[src/rtl/jtroadf_rom32_slot_if.sv]
// Bus bundle for one 32-bit graphics ROM slot: the consumer side
// (cs/addr/ok/dout/downloading) and the 16-bit SDRAM request side.
interface jtroadf_rom32_slot_if #(
  parameter int AW = 14
);
  logic          cs;
  logic [AW-1:0] addr;
  logic          ok;
  logic [31:0]   dout;
  logic          downloading;
  logic          sdram_req;
  logic [21:0]   sdram_addr;
  logic          sdram_ack;
  logic          data_dst;
  logic          data_rdy;
  logic [15:0]   data_read;

  // The slot itself.
  modport slave (
    input  cs, addr, downloading, sdram_ack, data_dst, data_rdy, data_read,
    output ok, dout, sdram_req, sdram_addr
  );

  // Whatever drives the slot: consumer plus SDRAM arbiter.
  modport master (
    output cs, addr, downloading, sdram_ack, data_dst, data_rdy, data_read,
    input  ok, dout, sdram_req, sdram_addr
  );
endinterface

[src/rtl/jtroadf_rom32_slot.sv]
// 32-bit read slot with a one-entry cache in front of the shared 16-bit
// SDRAM bus. A miss issues one request, assembles two returned words
// (first word low, second word high) and tags the result; a repeated
// read of the same word pair is answered combinationally.
module jtroadf_rom32_slot #(
  parameter int          AW     = 14,
  parameter logic [21:0] OFFSET = 22'd0
) (
  input  logic                  clk,
  input  logic                  rst,
  jtroadf_rom32_slot_if.slave   bus
);

  typedef enum logic [1:0] {
    ST_IDLE = 2'd0,
    ST_REQ  = 2'd1,
    ST_W0   = 2'd2,
    ST_W1   = 2'd3
  } state_t;

  state_t        state_q;
  logic          valid_q;
  logic [AW-2:0] tag_q;
  logic [AW-2:0] fetch_addr_q;
  logic [31:0]   dout_q;
  logic          req_q;
  logic [21:0]   sdram_addr_q;

  logic [AW-2:0] word_pair_s;
  logic [21:0]   pair_base_s;
  logic [21:0]   sdram_addr_d;
  logic          hit_s;
  logic          unused_s;

  // addr[0] is irrelevant for an aligned pair; the burst end marker is
  // implied by the second data_dst, so data_rdy is not needed either.
  assign unused_s    = &{1'b0, bus.data_rdy, bus.addr[0]};

  assign word_pair_s = bus.addr[AW-1:1];

  // Request address for a new fetch: pair-aligned word address plus offset, mod 2^22.
  always_comb begin
    pair_base_s            = 22'd0;
    pair_base_s[AW-1:0]    = {word_pair_s, 1'b0};
    sdram_addr_d           = OFFSET + pair_base_s;
  end

  // Zero-cycle hit from registered cache state; a download masks it.
  assign hit_s = bus.cs & valid_q & (word_pair_s == tag_q) & ~bus.downloading;

  // Fetch FSM with registered request, address, data and cache tag.
  always_ff @(posedge clk or posedge rst) begin
    if (rst) begin
      state_q      <= ST_IDLE;
      valid_q      <= 1'b0;
      tag_q        <= '0;
      fetch_addr_q <= '0;
      dout_q       <= 32'd0;
      req_q        <= 1'b0;
      sdram_addr_q <= OFFSET;
    end else if (bus.downloading) begin
      // ROM contents are changing: drop the cache and any fetch in flight.
      state_q <= ST_IDLE;
      valid_q <= 1'b0;
      req_q   <= 1'b0;
    end else begin
      case (state_q)
        ST_IDLE: begin
          if (bus.cs && !hit_s) begin
            fetch_addr_q <= word_pair_s;
            sdram_addr_q <= sdram_addr_d;
            req_q        <= 1'b1;
            // dout is about to be overwritten, so never report it as valid.
            valid_q      <= 1'b0;
            state_q      <= ST_REQ;
          end
        end
        ST_REQ: begin
          if (bus.sdram_ack) begin
            req_q   <= 1'b0;
            state_q <= ST_W0;
          end
        end
        ST_W0: begin
          if (bus.data_dst) begin
            dout_q[15:0] <= bus.data_read;
            state_q      <= ST_W1;
          end
        end
        ST_W1: begin
          if (bus.data_dst) begin
            dout_q[31:16] <= bus.data_read;
            tag_q         <= fetch_addr_q;
            valid_q       <= 1'b1;
            state_q       <= ST_IDLE;
          end
        end
        default: begin
          state_q <= ST_IDLE;
          req_q   <= 1'b0;
          valid_q <= 1'b0;
        end
      endcase
    end
  end

  assign bus.ok         = hit_s;
  assign bus.dout       = dout_q;
  assign bus.sdram_req  = req_q;
  assign bus.sdram_addr = sdram_addr_q;

endmodule
[src/flat_wrapper.sv]
// flat-port wrapper written by rule: the top's interface ports become plain ports
module jtroadf_rom32_slot_flat 
#(
  parameter int          AW     = 14,
  parameter logic [21:0] OFFSET = 22'd0
)
  (clk, rst, bus_cs, bus_addr, bus_downloading, bus_sdram_ack, bus_data_dst, bus_data_rdy, bus_data_read, bus_ok, bus_dout, bus_sdram_req, bus_sdram_addr);
  jtroadf_rom32_slot_if #(.AW(AW)) bus_i ();
  input  logic clk;
  input  logic rst;
  input wire logic [$bits(bus_i.cs)-1:0] bus_cs;
  input wire logic [$bits(bus_i.addr)-1:0] bus_addr;
  input wire logic [$bits(bus_i.downloading)-1:0] bus_downloading;
  input wire logic [$bits(bus_i.sdram_ack)-1:0] bus_sdram_ack;
  input wire logic [$bits(bus_i.data_dst)-1:0] bus_data_dst;
  input wire logic [$bits(bus_i.data_rdy)-1:0] bus_data_rdy;
  input wire logic [$bits(bus_i.data_read)-1:0] bus_data_read;
  output wire logic [$bits(bus_i.ok)-1:0] bus_ok;
  output wire logic [$bits(bus_i.dout)-1:0] bus_dout;
  output wire logic [$bits(bus_i.sdram_req)-1:0] bus_sdram_req;
  output wire logic [$bits(bus_i.sdram_addr)-1:0] bus_sdram_addr;
  assign bus_i.cs = bus_cs;
  assign bus_i.addr = bus_addr;
  assign bus_i.downloading = bus_downloading;
  assign bus_i.sdram_ack = bus_sdram_ack;
  assign bus_i.data_dst = bus_data_dst;
  assign bus_i.data_rdy = bus_data_rdy;
  assign bus_i.data_read = bus_data_read;
  assign bus_ok = bus_i.ok;
  assign bus_dout = bus_i.dout;
  assign bus_sdram_req = bus_i.sdram_req;
  assign bus_sdram_addr = bus_i.sdram_addr;
  jtroadf_rom32_slot #(.AW(AW), .OFFSET(OFFSET)) u_core (.clk(clk), .rst(rst), .bus(bus_i));
endmodule
[config.mk]
export PLATFORM = sky130hd
export DESIGN_NAME = jtroadf_rom32_slot_flat
export DESIGN_NICKNAME = d
export VERILOG_FILES = /design/src/rtl/jtroadf_rom32_slot_if.sv /design/src/rtl/jtroadf_rom32_slot.sv /design/src/flat_wrapper.sv
export SDC_FILE = /design/constraint.sdc
export NUM_CORES = 1
export LEC_CHECK = 0
export ABC_CLOCK_PERIOD_IN_PS = 2500
export CORE_MARGIN = 5
export CORE_UTILIZATION = 45
export CTS_CLUSTER_SIZE = 40
export DETAILED_ROUTE_END_ITERATION = 10
export PLACE_DENSITY = 0.85
export RECOVER_POWER = 100
export SYNTH_ARGS = -nofsm -noshare
export SYNTH_HDL_FRONTEND = slang
export SYNTH_SLANG_ARGS = --single-unit
[constraint.sdc]
create_clock -name clk -period 2.5 [get_ports clk]
set_clock_uncertainty 0.05 [all_clocks]
set_input_delay 0.5 -clock clk [delete_from_list [all_inputs] [get_ports clk]]
set_output_delay 0.5 -clock clk [all_outputs]
set_load 0.03 [all_outputs]
==> Word-level counts from Yosys, hierarchy flattened <==
Cells that the tools add are included.
{ "classes": {"n_eq_ne": 8, "muxes": 14, "bitwise": 4, "reduce_logical": 11} }
{ "op_table": {"columns": ["operator", "n"], "rows": [
  ["$reduce_and A3 Y1", 5],
  ["$eq A13 B13 Y1", 1],
  ["$mux W2", 5],
  ["$ne A3 B3 Y1 const B", 3],
  ["$pmux W2 S4", 1],
  ["$mux W1", 6],
  ["$reduce_bool A3 Y1", 2],
  ["$eq A2 B2 Y1 const B", 2],
  ["$pmux W1 S2", 2],
  ["$reduce_and A4 Y1", 1],
  ["$and A1 B1 Y1", 3],
  ["$ne A3 B2 Y1 const B", 1],
  ["$eq A2 B1 Y1 const B", 1],
  ["$logic_not A2 Y1", 1],
  ["$logic_and A1 B1 Y1", 1],
  ["$logic_not A1 Y1", 1],
  ["$not A1 Y1", 1]
]} }
{ "totals": {"inputBits": 37, "register_bits": 62} }

==> Logic depth before layout (Yosys ltp) <==
{ "depth": {"word_depth": 8, "depth_mapped": 7} }

==> Worst setup path after synthesis <==
OpenSTA, ideal clock, no wires.
{ "synth_path": {"path_kind": "input port to flip-flop", "start": "input port bus_addr[2]", "end": "register u_core.fetch_addr_q[0]", "t_arrival_ns": 2.038, "slack_ns": 0.287, "path_stages": 6, "n_path_buf": 1, "cell_sequence": "xnor2_1 -> nand4_1 -> nor4_4 -> nor3_2 -> buf_6 -> mux2_4"} }
{ "synth_via": {"elab_chain_len": 6} }
{ "synth_rtl": {"columns": ["item", "line_no", "rtl"], "rows": [
  ["start, declared", "flat_wrapper.sv:12", "input wire logic [$bits(bus_i.addr)-1:0] bus_addr;"],
  ["$eq A13 B13 Y1", "jtroadf_rom32_slot.sv:49", "assign hit_s = bus.cs & valid_q & (word_pair_s == tag_q) & ~bus.downloading;"],
  ["$and A1 B1 Y1 (2 in a row)", "jtroadf_rom32_slot.sv:49", null],
  ["net bus_ok", "flat_wrapper.sv:18", "output wire logic [$bits(bus_i.ok)-1:0] bus_ok;"],
  ["$logic_not A1 Y1", "jtroadf_rom32_slot.sv:69", "if (bus.cs && !hit_s) begin"],
  ["$logic_and A1 B1 Y1", "jtroadf_rom32_slot.sv:69", null],
  ["$reduce_and A3 Y1 (no line)", null, null],
  ["end signal, assigned", "jtroadf_rom32_slot.sv:70", "fetch_addr_q <= word_pair_s;"],
  ["end, declared", "jtroadf_rom32_slot.sv:24", "logic [AW-2:0] fetch_addr_q;"]
]} }
The timed path passes the listed nets, and every way through them passes these cells.
A chain may end at the register's enable or synchronous reset.

==> Final worst setup path <==
{ "layout_path": {"start": "input port bus_cs", "end": "output port bus_ok"} }
{ "layout_via": {"elab_chain_len": 3} }
{ "layout_rtl": {"columns": ["item", "line_no", "rtl"], "rows": [
  ["start, declared", "flat_wrapper.sv:11", "input wire logic [$bits(bus_i.cs)-1:0] bus_cs;"],
  ["$and A1 B1 Y1 (3 in a row)", "jtroadf_rom32_slot.sv:49", null],
  ["end, declared", "flat_wrapper.sv:18", null]
]} }
No other way between the ends.

==> impl_metrics.ini <==
[timing]
clock.fmax_ghz = 0.4119
rsz0062_at_grt = no
setup_viol = 0
relSlewSlack_pct = 27.66
min_period_ps = 2428
min_period_over_period_pct = 97.12
hold_violations = 0
slew_viol_final = 0
tightest_slew_ps = 1084

[synth]
ys_seq_area_share_pct = 56.67
synthCells = 191
yosys_warnings = 0
synthesis.area_um2 = 2738
ys_types = 32
ys_ff_latch = 62
syn_avg_cell_area_um2 = 14.33

[worst_setup_path]
cp_max_fo = 4
critPathBufInv = 2
cp.required_ps = 1950
critPathCaptureType = primary output
path_class = in -> out
slowest_stage = clkdlybuf4s50_1
max_stage_delay_ps = 530
crit_path_start_kind = input port
crit_arrival_ps = 1880
worstPathCellList = clkdlybuf4s50_1 -> and3b_1 -> nand2_1 -> nor4_4 -> buf_4
path_delay_family = buffers and inverters

[place]
placed_area_um2 = 3659
place_inst = 349
gp_congestion = 0.7935
hpwl_mm = 4.288
io_buffers = 81

[power_and_ir_drop]
p_leak_nw = 1.822
p_total_w = 0.004796
vdd_drop_max_mv = 0.6835
p_sw_share_pct = 38.52
intPower_w = 0.002949
p_seq_share_pct = 35.8
p_clk_share_pct = 18.5
switchingPower_w = 0.001847
power_density_nw_per_um2 = 1259
combPwrFrac_pct = 45.7

[global_route]
antenna_found_initial = 0
grt_first_pass_wirelength_mm = 9.646
grtUsageTotal_pct = 16.75
grt_pass1_vias = 1949
grt_overflow = 0
grt_max_degree = 34

[clock_network]
clock_latency_ps = 340
cts_inserted_buffers = 9
clk_pin_slew_ps = 60
clkSinkCount = 62
cts_tree = yes
hold_buffers = 0
cts_buffer_depth = 2
clock_tree.root_cell = clkbuf_8
htreeDepth = 3

[floorplan]
chipHeight_um = 88.00
start_util_pct = 46.24
die_area_um2 = 7743
io_pins = 93
rows = 28
chipWidth_um = 88.00
core_area_um2 = 5921

[drt]
first_pass_iters = 4
wire_per_inst_um = 15.81
drcViolationCount = 0
drt_wl_total_mm = 5.786
antenna_left = 0
avgViaCountPerCell = 4.880
vias = 1786
drt_iter0_markers = 67

[job]
max_cap_violations = 0

[finish]
syn2layout_area_growth_pct = 39.17
fin_area_um2 = 3810
antenna_cells = 0
nNetsFinal = 327
layout-drive-gt1-share_pct = 24.74
fin_cells = 366

[run_status]
outcome = finished clean

[min_path]
hold_class = in -> reg
-- what timing repair did --
action	4_1_cts	5_1_grt
resized for setup	0	5
pin swaps	1	2
setup buffers	1	0
gates cloned	0	0
endpoints found under the setup margin	1	1
-- routing by layer --
| layer | share of wire, % | track usage (%) | vias to the layer above |
|---|---|---|---|
| li1 | - | - | 844 |
| met1 | 39 | 19.49 | 860 |
| met2 | 46 | 25.27 | 78 |
| met3 | 14 | 9.690 | 4 |
| met4 | 0.47 | 7.113 | 0 |
| met5 | 0 | 0 | - |
-- synthesized netlist by cell type --
library cell	count	area [µm²]
a21oi_1	4	20.02
mux2_2	48	540.5
xnor2_1	13	113.9
nor4_1	1	6.260
nor2b_1	1	6.260
nor3b_1	1	7.510
and2_1	1	6.260
buf_2	2	10.01
o21ai_0	1	5.000
and3b_1	1	8.760
nor3_1	2	10.01
nand3b_1	1	7.510
nor3_2	1	10.01
inv_1	4	15.01
nand4_1	3	18.77
ha_1	4	50.05
o21a_1	1	7.510
or2_2	1	6.260
a2bb2oi_1	1	8.760
o21ba_2	1	10.01
dfrtp_1	62	1551
buf_4	9	67.56
clkbuf_1	2	7.510
nand2_1	6	22.52
mux2_4	10	150.1
nand2b_1	1	6.260
conb_1	1	3.750
nor4_4	1	21.27
nor2_1	3	11.26
a31oi_1	1	6.260
nand3_1	2	10.01
buf_6	1	11.26
-- path summary, 6_finish.rpt --
path	slack [ps]	depth (start not counted)	from	endpoint
worst max-delay path	70	5	bus_cs	bus_ok
worst min-delay path	410	2	bus_addr[6]	u_core.fetch_addr_q[5]
worst max register to register	480	7	u_core.tag_q[5]	u_core.fetch_addr_q[0]
worst min register to register	450	1	u_core.bus.dout[25]	u_core.bus.dout[25]
max in group asynchronous	450	3	rst	u_core.bus.sdram_req
min in group asynchronous	820	2	rst	u_core.bus.dout[13]
-- power groups by stage --
| stage | sequential [W] | combinational [W] | clock (W) |
|---|---|---|---|
| final | 0.00172 | 0.00219 | 0.000886 |
| after floorplan | 0.00241 | 0.000783 | 0 |
| after detailed placement | 0.00176 | 0.00241 | 0 |
| after global routing | 0.00179 | 0.00234 | 0.000969 |
| after CTS | 0.00174 | 0.00242 | 0.000919 |
| after global placement | 0.00173 | 0.00238 | 0 |
-- layout by cell type (no fill, tap or decap), types with 2 or more instances in the layout --
cell type        count
nor3_1               3
mux2_2              48
nand4_1              3
a21oi_1              4
conb_1               9
mux2_1              10
xnor2_1             12
clkbuf_1             6
dlygate4sd3_1       47
clkdlybuf4s50_1     29
nor2_1               3
clkbuf_8            11
buf_4                2
dfrtp_1             62
nand2_1              6
clkbuf_2             2
dlymetal6s2s_1       4
inv_1                4
ha_1                 4
nand3_1              2
-- registers in the layout, indices dropped and copies added (netlist names) --
name and cells:
u_core.fetch_addr_q 13, u_core.bus.sdram_req 1, u_core.tag_q 13, u_core.valid_q 1
u_core.bus.dout 32, u_core.state_q 2
-- cell type report --
class / instances / area, µm²
timing repair buffer: 90 / 878.3
sequential: 62 / 1551
multi-input combinational: 119 / 1070
fill: 458 / 2111
tap: 75 / 93.84
inverter: 4 / 15.01
clock inverter: 3 / 42.54
clock buffer: 13 / 158.9
-- cells by family (layout without fill, tap and decap cells) --
group	after synthesis	count (layout)	synth area share, %
DFF	62	62	56.67
muxes	58	58	25.23
and+or+nand+nor	26	26	5.805
buffers and inverters	18	110	4.067
xor gates and xnor gates	13	13	4.159
AOI/OAI and AO/OA	9	9	2.103
adders and majority gates	4	4	1.828
other	1	9	0.1370
-- through the flow --
step,hold slack (ps),util [%],TNS [ps],worst slack [ps]
2_1_floorplan,451.1,-,0,287.2
3_3_place_gp,437.6,61.79,-258.9,-55.03
3_5_place_dp,441.7,61.79,-614.2,-77.92
4_1_cts,457.2,65.32,0,29.45
5_1_grt,407.4,64.35,0,5.501
6_report,408.9,64.35,0,72.00
No activity file was read; power rests on OpenSTA's default activity.
